### src/rtl/match_evt_pkg.sv
// Shared constants and helpers for the match event logger.
// Optional feature macro: MATCH_EVT_TAG_EN adds a 3-bit sequence tag to
// each entry. The entry is then 8 bits wide instead of 5.
package match_evt_pkg;

  localparam int unsigned COUNT_W = 5;
  localparam int unsigned TAG_W   = 3;

`ifdef MATCH_EVT_TAG_EN
  localparam int unsigned ENTRY_W = COUNT_W + TAG_W;
`else
  localparam int unsigned ENTRY_W = COUNT_W;
`endif

  typedef logic [ENTRY_W-1:0] entry_t;

  // The upstream match flag is registered one cycle after its count, so the
  // count that produced the match is one behind the current count.
  function automatic logic [COUNT_W-1:0] match_count(input logic [COUNT_W-1:0] c);
    return c - COUNT_W'(1);
  endfunction

endpackage

### src/rtl/match_event_logger_if.sv
// Event capture and consumer bus for match_event_logger.
//   count_in, match_pulse : event source (upstream counter)
//   evt_data, evt_valid, evt_ready : FIFO head handshake
//   level, overflow : status
// The master modport is the logger, and the slave modport is its environment.
interface match_event_logger_if
  import match_evt_pkg::*;
#(
  parameter int unsigned DEPTH = 4
);
  logic [COUNT_W-1:0]           count_in;
  logic                         match_pulse;
  logic [ENTRY_W-1:0]           evt_data;
  logic                         evt_valid;
  logic                         evt_ready;
  logic [$clog2(DEPTH):0]       level;
  logic                         overflow;

  modport master (
    input  count_in, match_pulse, evt_ready,
    output evt_data, evt_valid, level, overflow
  );

  modport slave (
    output count_in, match_pulse, evt_ready,
    input  evt_data, evt_valid, level, overflow
  );
endinterface

### src/rtl/match_evt_fifo_ctrl.sv
// Pointer and level bookkeeping for the event FIFO.
//   clk, rst  : clock and asynchronous active-high reset
//   push_req  : an event is presented this cycle
//   pop_req   : the consumer is ready
//   wr_en     : the push is accepted. Write storage at wr_ptr.
//   wr_ptr, rd_ptr : storage addresses (they wrap modulo DEPTH)
//   level, valid, overflow : status outputs
module match_evt_fifo_ctrl #(
  parameter int unsigned DEPTH = 4,
  localparam int unsigned PTR_W = $clog2(DEPTH),
  localparam int unsigned LVL_W = PTR_W + 1
) (
  input  logic             clk,
  input  logic             rst,
  input  logic             push_req,
  input  logic             pop_req,
  output logic             wr_en,
  output logic [PTR_W-1:0] wr_ptr,
  output logic [PTR_W-1:0] rd_ptr,
  output logic [LVL_W-1:0] level,
  output logic             valid,
  output logic             overflow
);

  logic [PTR_W-1:0] wr_ptr_q, wr_ptr_d, rd_ptr_q, rd_ptr_d;
  logic [LVL_W-1:0] level_q, level_d;
  logic             overflow_q, overflow_d;
  logic             push, pop;

  always_comb begin
    pop  = (level_q != '0) && pop_req;
    // When the FIFO is full, a push is accepted only if a pop frees the slot in the same cycle.
    push = push_req && ((level_q < LVL_W'(DEPTH)) || pop);

    wr_ptr_d   = push ? wr_ptr_q + PTR_W'(1) : wr_ptr_q;
    rd_ptr_d   = pop  ? rd_ptr_q + PTR_W'(1) : rd_ptr_q;
    level_d    = level_q;
    if (push && !pop) level_d = level_q + LVL_W'(1);
    else if (!push && pop) level_d = level_q - LVL_W'(1);
    overflow_d = overflow_q | (push_req & ~push);
  end

  always_ff @(posedge clk or posedge rst) begin
    if (rst) begin
      wr_ptr_q   <= '0;
      rd_ptr_q   <= '0;
      level_q    <= '0;
      overflow_q <= 1'b0;
    end else begin
      wr_ptr_q   <= wr_ptr_d;
      rd_ptr_q   <= rd_ptr_d;
      level_q    <= level_d;
      overflow_q <= overflow_d;
    end
  end

  assign wr_en    = push;
  assign wr_ptr   = wr_ptr_q;
  assign rd_ptr   = rd_ptr_q;
  assign level    = level_q;
  assign valid    = (level_q != '0);
  assign overflow = overflow_q;

endmodule

### src/rtl/match_event_logger.sv
// Match event logger. It captures match events from a 5-bit match counter
// into a FIFO of DEPTH entries (a power of two, 2..16). Each entry is the
// count that produced the match. The head entry is offered to a
// valid/ready consumer.
//   clk, rst : clock and asynchronous active-high reset
//   bus      : match_event_logger_if.master (event input, FIFO head, status)
// Macro MATCH_EVT_TAG_EN: each entry also carries a 3-bit sequence tag in
// bits [7:5]. The tag advances on every event, including dropped events.
module match_event_logger
  import match_evt_pkg::*;
#(
  parameter int unsigned DEPTH = 4
) (
  input  logic                 clk,
  input  logic                 rst,
  match_event_logger_if.master bus
);

  localparam int unsigned PTR_W = $clog2(DEPTH);

  entry_t           mem_q [DEPTH];
  entry_t           entry;
  logic             wr_en;
  logic [PTR_W-1:0] wr_ptr, rd_ptr;

`ifdef MATCH_EVT_TAG_EN
  logic [TAG_W-1:0] tag_q, tag_d;

  always_comb begin
    tag_d = bus.match_pulse ? tag_q + TAG_W'(1) : tag_q;
    entry = {tag_q, match_count(bus.count_in)};
  end

  always_ff @(posedge clk or posedge rst) begin
    if (rst) tag_q <= '0;
    else     tag_q <= tag_d;
  end
`else
  always_comb begin
    entry = match_count(bus.count_in);
  end
`endif

  match_evt_fifo_ctrl #(.DEPTH(DEPTH)) u_ctrl (
    .clk      (clk),
    .rst      (rst),
    .push_req (bus.match_pulse),
    .pop_req  (bus.evt_ready),
    .wr_en    (wr_en),
    .wr_ptr   (wr_ptr),
    .rd_ptr   (rd_ptr),
    .level    (bus.level),
    .valid    (bus.evt_valid),
    .overflow (bus.overflow)
  );

  // Storage is not reset. A reset clears the pointers, and that discards the contents.
  always_ff @(posedge clk) begin
    if (wr_en) mem_q[wr_ptr] <= entry;
  end

  assign bus.evt_data = mem_q[rd_ptr];

endmodule

### src/flat_wrapper.sv
// flat-port wrapper written by rule: the top's interface ports become plain ports
module match_event_logger_flat import match_evt_pkg::*;
#(
  parameter int unsigned DEPTH = 4
)
  (clk, rst, bus_count_in, bus_match_pulse, bus_evt_ready, bus_evt_data, bus_evt_valid, bus_level, bus_overflow);
  match_event_logger_if #(.DEPTH(DEPTH)) bus_i ();
  input  logic clk;
  input  logic rst;
  input wire logic [$bits(bus_i.count_in)-1:0] bus_count_in;
  input wire logic [$bits(bus_i.match_pulse)-1:0] bus_match_pulse;
  input wire logic [$bits(bus_i.evt_ready)-1:0] bus_evt_ready;
  output wire logic [$bits(bus_i.evt_data)-1:0] bus_evt_data;
  output wire logic [$bits(bus_i.evt_valid)-1:0] bus_evt_valid;
  output wire logic [$bits(bus_i.level)-1:0] bus_level;
  output wire logic [$bits(bus_i.overflow)-1:0] bus_overflow;
  assign bus_i.count_in = bus_count_in;
  assign bus_i.match_pulse = bus_match_pulse;
  assign bus_i.evt_ready = bus_evt_ready;
  assign bus_evt_data = bus_i.evt_data;
  assign bus_evt_valid = bus_i.evt_valid;
  assign bus_level = bus_i.level;
  assign bus_overflow = bus_i.overflow;
  match_event_logger #(.DEPTH(DEPTH)) u_core (.clk(clk), .rst(rst), .bus(bus_i));
endmodule
### config.mk
export PLATFORM = sky130hd
export DESIGN_NAME = match_event_logger_flat
export DESIGN_NICKNAME = d
export VERILOG_FILES = /design/src/rtl/match_evt_pkg.sv /design/src/rtl/match_event_logger_if.sv /design/src/rtl/match_evt_fifo_ctrl.sv /design/src/rtl/match_event_logger.sv /design/src/flat_wrapper.sv
export SDC_FILE = /design/constraint.sdc
export NUM_CORES = 1
export LEC_CHECK = 0
export CORE_MARGIN = 5
export CORE_UTILIZATION = 28
export DETAILED_ROUTE_END_ITERATION = 8
export SLEW_MARGIN = 20
export SYNTH_ARGS = -nofsm -noshare
export SYNTH_HDL_FRONTEND = slang
export SYNTH_HIERARCHICAL = 1
export SYNTH_SLANG_ARGS = --single-unit
### constraint.sdc
create_clock -name clk -period 1.8 [get_ports clk]
set_input_delay 0.36 -clock clk [delete_from_list [all_inputs] [get_ports clk]]
set_output_delay 0.36 -clock clk [all_outputs]
set_load 0.01 [all_outputs]
Word-level counts from Yosys, hierarchy flattened --
Memory sizes are Yosys's and may differ from the RTL's. Index checks and enable logic that the tools add are counted.
Operators by class: add/subtract/negate cells 5, magnitude comparators 1, multiplexer cells 4, bitwise logic cells 3, reductions and logical operators 9
Operators by type and width (count):
- $mux W3 | 2
- $sub A5 B1 Y5 const B | 1
- $add A2 B1 Y2 const B | 2
- $logic_and A1 B1 Y1 | 4
- $add A3 B1 Y3 const B | 1
- $lt A3 B3 Y1 const B | 1
- $reduce_bool A3 Y1 | 1
- $sub A3 B1 Y3 const B | 1
- $logic_not A1 Y1 | 2
- $mux W1 | 2
- $reduce_bool A2 Y1 | 1
- $and A1 B1 Y1 | 1
- $logic_or A1 B1 Y1 | 1
- $not A1 Y1 | 1
- $or A1 B1 Y1 | 1
Storage, ports and cells: register bits after elaboration 8, memory bits (writable) 20, bits of input ports 9, word-level logic and storage cells 27, memories 1
Memories:
- u_core.mem_q | depth 4, width 5, read ports 1, clocked after Yosys merged registers in 0, wr ports 1, RTL line match_event_logger.sv:21 | entry_t mem_q [DEPTH];

Logic depth before layout (Yosys ltp) --
depth in word-level cells 8, mapped depth 8

Modules after synthesis --
The synthesis kept the hierarchy.
Modules (own cells, without submodules):
- match_event_logger | instances 1, cells each 40, area each 817.0 µm², seq. area each 600.6 µm²
- match_evt_fifo_ctrl | instances 1, cells each 29, area each 377.9 µm², seq. area each 200.2 µm²

Worst setup path before layout --
No wires, ideal clock.
kind reg2reg, start register u_core.u_ctrl.level_q[2], in the netlist u_core/u_ctrl/level[2], end register u_core.u_ctrl.level_q[2], in the netlist u_core/u_ctrl/level[2], data arrival time 1.911 ns, path slack -0.190 ns, cell stages (with the launch flop) 9, buffers on the path 0, clock period less this slack 1.990 ns, cells stage by stage dfrtp_1 -> or3_4 -> nand2_4 -> ha_1 -> inv_1 -> fa_1 -> xor2_1 -> nor2_1 -> xor2_1
Between the ends: word-level cells in the longest chain between the ends 7, elaborated cells between the ends (all ways) 14, classes of those cells add/sub: 2; order compare: 1; mux: 2; reduce/logical: 9
Ends and longest elaborated chain:
- start, declared | RTL line match_evt_fifo_ctrl.sv:26 | logic [LVL_W-1:0] level_q, level_d;
- start signal, assigned | RTL line match_evt_fifo_ctrl.sv:52 | level_q <= level_d;
- $reduce_bool A3 Y1 (*)
- via bus_evt_valid | RTL line flat_wrapper.sv:14 | output wire logic [$bits(bus_i.evt_valid)-1:0] bus_evt_valid;
- $logic_and A1 B1 Y1 (*) | RTL line match_evt_fifo_ctrl.sv:31 | pop = (level_q != '0) && pop_req;
- $logic_or A1 B1 Y1 | RTL line match_evt_fifo_ctrl.sv:33 | push = push_req && ((level_q < LVL_W'(DEPTH)) || pop);
- $logic_and A1 B1 Y1 | RTL line match_evt_fifo_ctrl.sv:33
- $logic_not A1 Y1 | RTL line match_evt_fifo_ctrl.sv:39 | else if (!push && pop) level_d = level_q - LVL_W'(1);
- $logic_and A1 B1 Y1 | RTL line match_evt_fifo_ctrl.sv:39
- $reduce_bool A2 Y1 (no line)
Mark *: on every way through the listed nets, which the timed path passes. The rest lies on a longest branch. The select of a mux whose other input is x is not followed. A chain may end at the register's enable or synchronous reset.

Worst setup path after layout --
start register u_core.u_ctrl.level_q[0], in the netlist u_core/u_ctrl/level[0], end register u_core.u_ctrl.level_q[2], in the netlist u_core/u_ctrl/level[2]
Between the ends: word-level cells in the longest chain between the ends 7, elaborated cells between the ends (all ways) 14, classes of those cells add/sub: 2; order compare: 1; mux: 2; reduce/logical: 9
Ends and longest elaborated chain:
- parallel branches: the longest is 7 deep, another holds $lt A3 B3 Y1
Several ways; the timed one is not identified. The select of a mux whose other input is x is not followed.

==> out/metrics.csv <==
metric;value;unit
initial antenna violation count;0;
CTS Buffer Depth;2;
Avg Cell Area, Syn;17.32;sq um
layout cells sized above 1;43.36;%
yosys warns;6;
syn_nets;81;
setup ws final;-0.01970;ns
fin crit share;101.1;%
min Tclk post-route;1.820;ns
post-synthesis xor/xnor area fraction;7.330;%
DRT iter0 DRCs;39;
clock transition at the registers of the reported paths;0.09;ns
Hold-fix buffers, CTS;0;
diode count;0;
routed vias/inst;4.196;
pwr dens;1532;nW/um^2
DR pass1 iterations;2;
Worst-Margin Slew;0.3239;ns
Post-route DRC;0;
area leader, netlist;edfxtp_1;
Gate power share;43.9;%
Synth Cell Area;1195;sq um
Int Power;1.887;mW
Worst setup EP type;register;
final std cells w/o fill;163;
FF+latch area;803.3;sq um
number of buffers created by CTS;3;
largest net degree at the start of global routing;17;
first-pass GRT wire length;3588;um
status;finished with violations;
IO Port Bufs;18;
area of the multi-input gates;389.1;sq um
cell mode on critical path;xor2_1;
slowest cell on the critical path;or3_4;
Synth top area share;50.26;%
Worst EP required;2.00;ns
buffers plus inverters on the worst setup path;1;
violated checks;negative setup slack;
clk_lat worst skew;0.27;ns
P_sw;728.1;uW
starting utilization of the core area;29.45;%
cell row count;23;
Cell Chain, Critical Path;or3_4, nand2_4, ha_4, inv_2, fa_2, xor2_1, nor2_1, xor2_1;
I/O pin count;19;
CTS root buffer;clkbuf_8;
number of flops mapped to enable cells by yosys;20;
total number of vias;684;
CTS Sinks;28;
P_leak;0.6828;nW
Max Clk Rate;549.5;MHz
Syn-to-layout area delta;42.83;%
Sw Share;27.85;%
placed instance count;153;
clock skew;0.001141;ns
Yosys cell types;23;
Die ar.;5674;sq um
FF+latch count, synth;28;
Compound-Gate Fraction of Synth Area;0.6283;%
crit path max fanout;2;
CTS tree;built;
vias in the first global route;756;
kind of critical path;register to register;
Synth top cells by count;20 x edfxtp_1, 8 x dfrtp_1, 6 x inv_1, 6 x xor2_1, 5 x mux4_2;
delay of the slowest critical-path stage;0.40;ns
top-count cell post-synth;edfxtp_1;
# fillers;372;
Clock power frac;18.5;%
unrepaired setup endpoints after global routing;yes;
Flop pwr share;37.6;%
Final setup viols;2;
global-route usage over all layers;8.583;%
WL per Instance;13.05;um
CP startpoint kind;register;
Max Cap Viol;0;
main combinational cell family by area after synthesis;multiplexers;
fin nets;126;
core footprint;4058;sq um
critical path data arrival time;2.02;ns
Fin. Hold Viols;0;
Simple-Gate Fraction of Synth Area;8.063;%
setup TNS;-0.02388;ns
final slew viol count;0;
mux contribution to synthesized area;10.37;%
VDD IR max;0.7698;mV
worst rel slew slack;78.36;%
Seq/Total Area, Yosys;67.02;%
Async SR Flop Fraction;28.57;%
HP Class;input pin to async pin;
synthesized instance count;69;
Synth area leaders;edfxtp_1 50%, dfrtp_1 17%, mux4_2 9.4%;
global route total overflow;0;
WL final;2127;um
die height;75.33;um
Top FF cell, synth;edfxtp_1;
Synth Area in Adders;3.770;%
RePlAce Congestion;0.7372;
antenna-violating nets left;0;
Die X-Extent;75.33;um
H-tree Lvls;1;
CP top delay family;simple AND/OR/NAND/NOR gates;
hpwl dp;1556;um
==> kinds of logic after synthesis <==
kind of cell,after synthesis
XOR/XNOR,10
AO/OA/AOI/OAI,1
flip-flops,28
buffers and inverters,7
AND/OR/NAND/NOR,14
multiplexers,6
adder cells (fa/ha/maj),3
==> final cells by class <==
cell class	count	share of cell area, %
clock buffer	3	2.419
sequential	28	47.07
timing repair buffer	41	20.97
clock inverter	1	1.760
tap	50	3.666
inverter	6	1.320
multi-input combinational	34	22.80
==> worst register-to-register path: stages, from the launching register on <==
cell     delay, ns
dfrtp_1       0.39
or3_4         0.40
nand2_4       0.08
ha_4          0.13
inv_2         0.03
fa_2          0.32
xor2_1        0.15
nor2_1        0.11
xor2_1        0.14
==> power by group through the flow <==
stage               sequential [mW]  combinational [mW]  clock, mW
floorplan                      1.01               0.531          0
global placement               1.01                1.00          0
detailed placement             1.02                1.02          0
CTS                           0.979                1.07      0.496
global route                   1.00                1.25      0.535
finish                        0.983                1.15      0.484
==> layout by cell type (no fill, tap or decap), types with 2 or more instances in the layout <==
| master | Yosys | layout |
|---|---|---|
| buf_4 | 0 | 20 |
| dfrtp_1 | 8 | 6 |
| inv_1 | 6 | 5 |
| mux4_2 | 5 | 5 |
| buf_2 | 0 | 2 |
| buf_6 | 1 | 7 |
| nor3b_1 | 2 | 2 |
| edfxtp_1 | 20 | 20 |
| clkbuf_8 | 0 | 3 |
| nor2_1 | 2 | 2 |
| dfrtp_2 | 0 | 2 |
| xor2_1 | 6 | 6 |
| clkdlybuf4s50_1 | 0 | 11 |
| xnor2_1 | 4 | 4 |
==> worst paths after layout <==
| check | startpoint | end | slack (ns) | depth (start not counted) |
|---|---|---|---|---|
| setup / recovery | u_core/u_ctrl/level[0]$_DFFE_PP0P_ | u_core/u_ctrl/level[2]$_DFFE_PP0P_ | -0.02 | 8 |
| hold / removal | rst | u_core/u_ctrl/overflow$_DFF_PP0_ | 0.33 | 2 |
| hold reg to reg | u_core/u_ctrl/overflow$_DFF_PP0_ | u_core/u_ctrl/overflow$_DFF_PP0_ | 0.49 | 1 |
| max in group asynchronous | rst | u_core/u_ctrl/rd_ptr[0]$_DFFE_PP0P_ | 1.21 | 2 |
| min in group clk | u_core/u_ctrl/overflow$_DFF_PP0_ | u_core/u_ctrl/overflow$_DFF_PP0_ | 0.49 | 1 |
| setup reg to reg | u_core/u_ctrl/level[0]$_DFFE_PP0P_ | u_core/u_ctrl/level[2]$_DFFE_PP0P_ | -0.02 | 8 |
==> stage by stage <==
stage                     worst slack [ns]  hold WS, ns  total power, mW  util, %  instance area, sq um
after global placement             -0.3267       0.4588            2.016    38.79                  1574
after CTS                         -0.03705       0.3465            2.546    40.98                  1663
after detailed placement           -0.3845       0.4689            2.043    38.79                  1574
after floorplan                    -0.1023       0.1756            1.544        -                  1215
after global routing               -0.1045       0.3600            2.794    42.06                  1707
final                             -0.01970       0.3349            2.615    42.06                  1707
==> repair_timing <==
item | in CTS | in global routing
gates resized for setup | 28 | 7
pin swaps | 3 | 0
buffers inserted | 5 | 1
endpoints found under the setup margin | 8 | 7
==> routing by layer <==
layer  vias to the layer above  wire length [um]  track usage, %
met4                         0                10           2.330
met2                        20               937           13.33
met3                         2               141           2.770
li1                        336                 -               -
met5                         -                 0               0
met1                       326              1037           11.65
==> registers in the layout, summed over array words and instances, names as in the netlist <==
register and count:
u_core/mem_q 20, u_core/u_ctrl/level 3, u_core/u_ctrl/overflow 1, u_core/u_ctrl/rd_ptr 2, u_core/u_ctrl/wr_ptr 2
(Power assumes the default switching activity.)
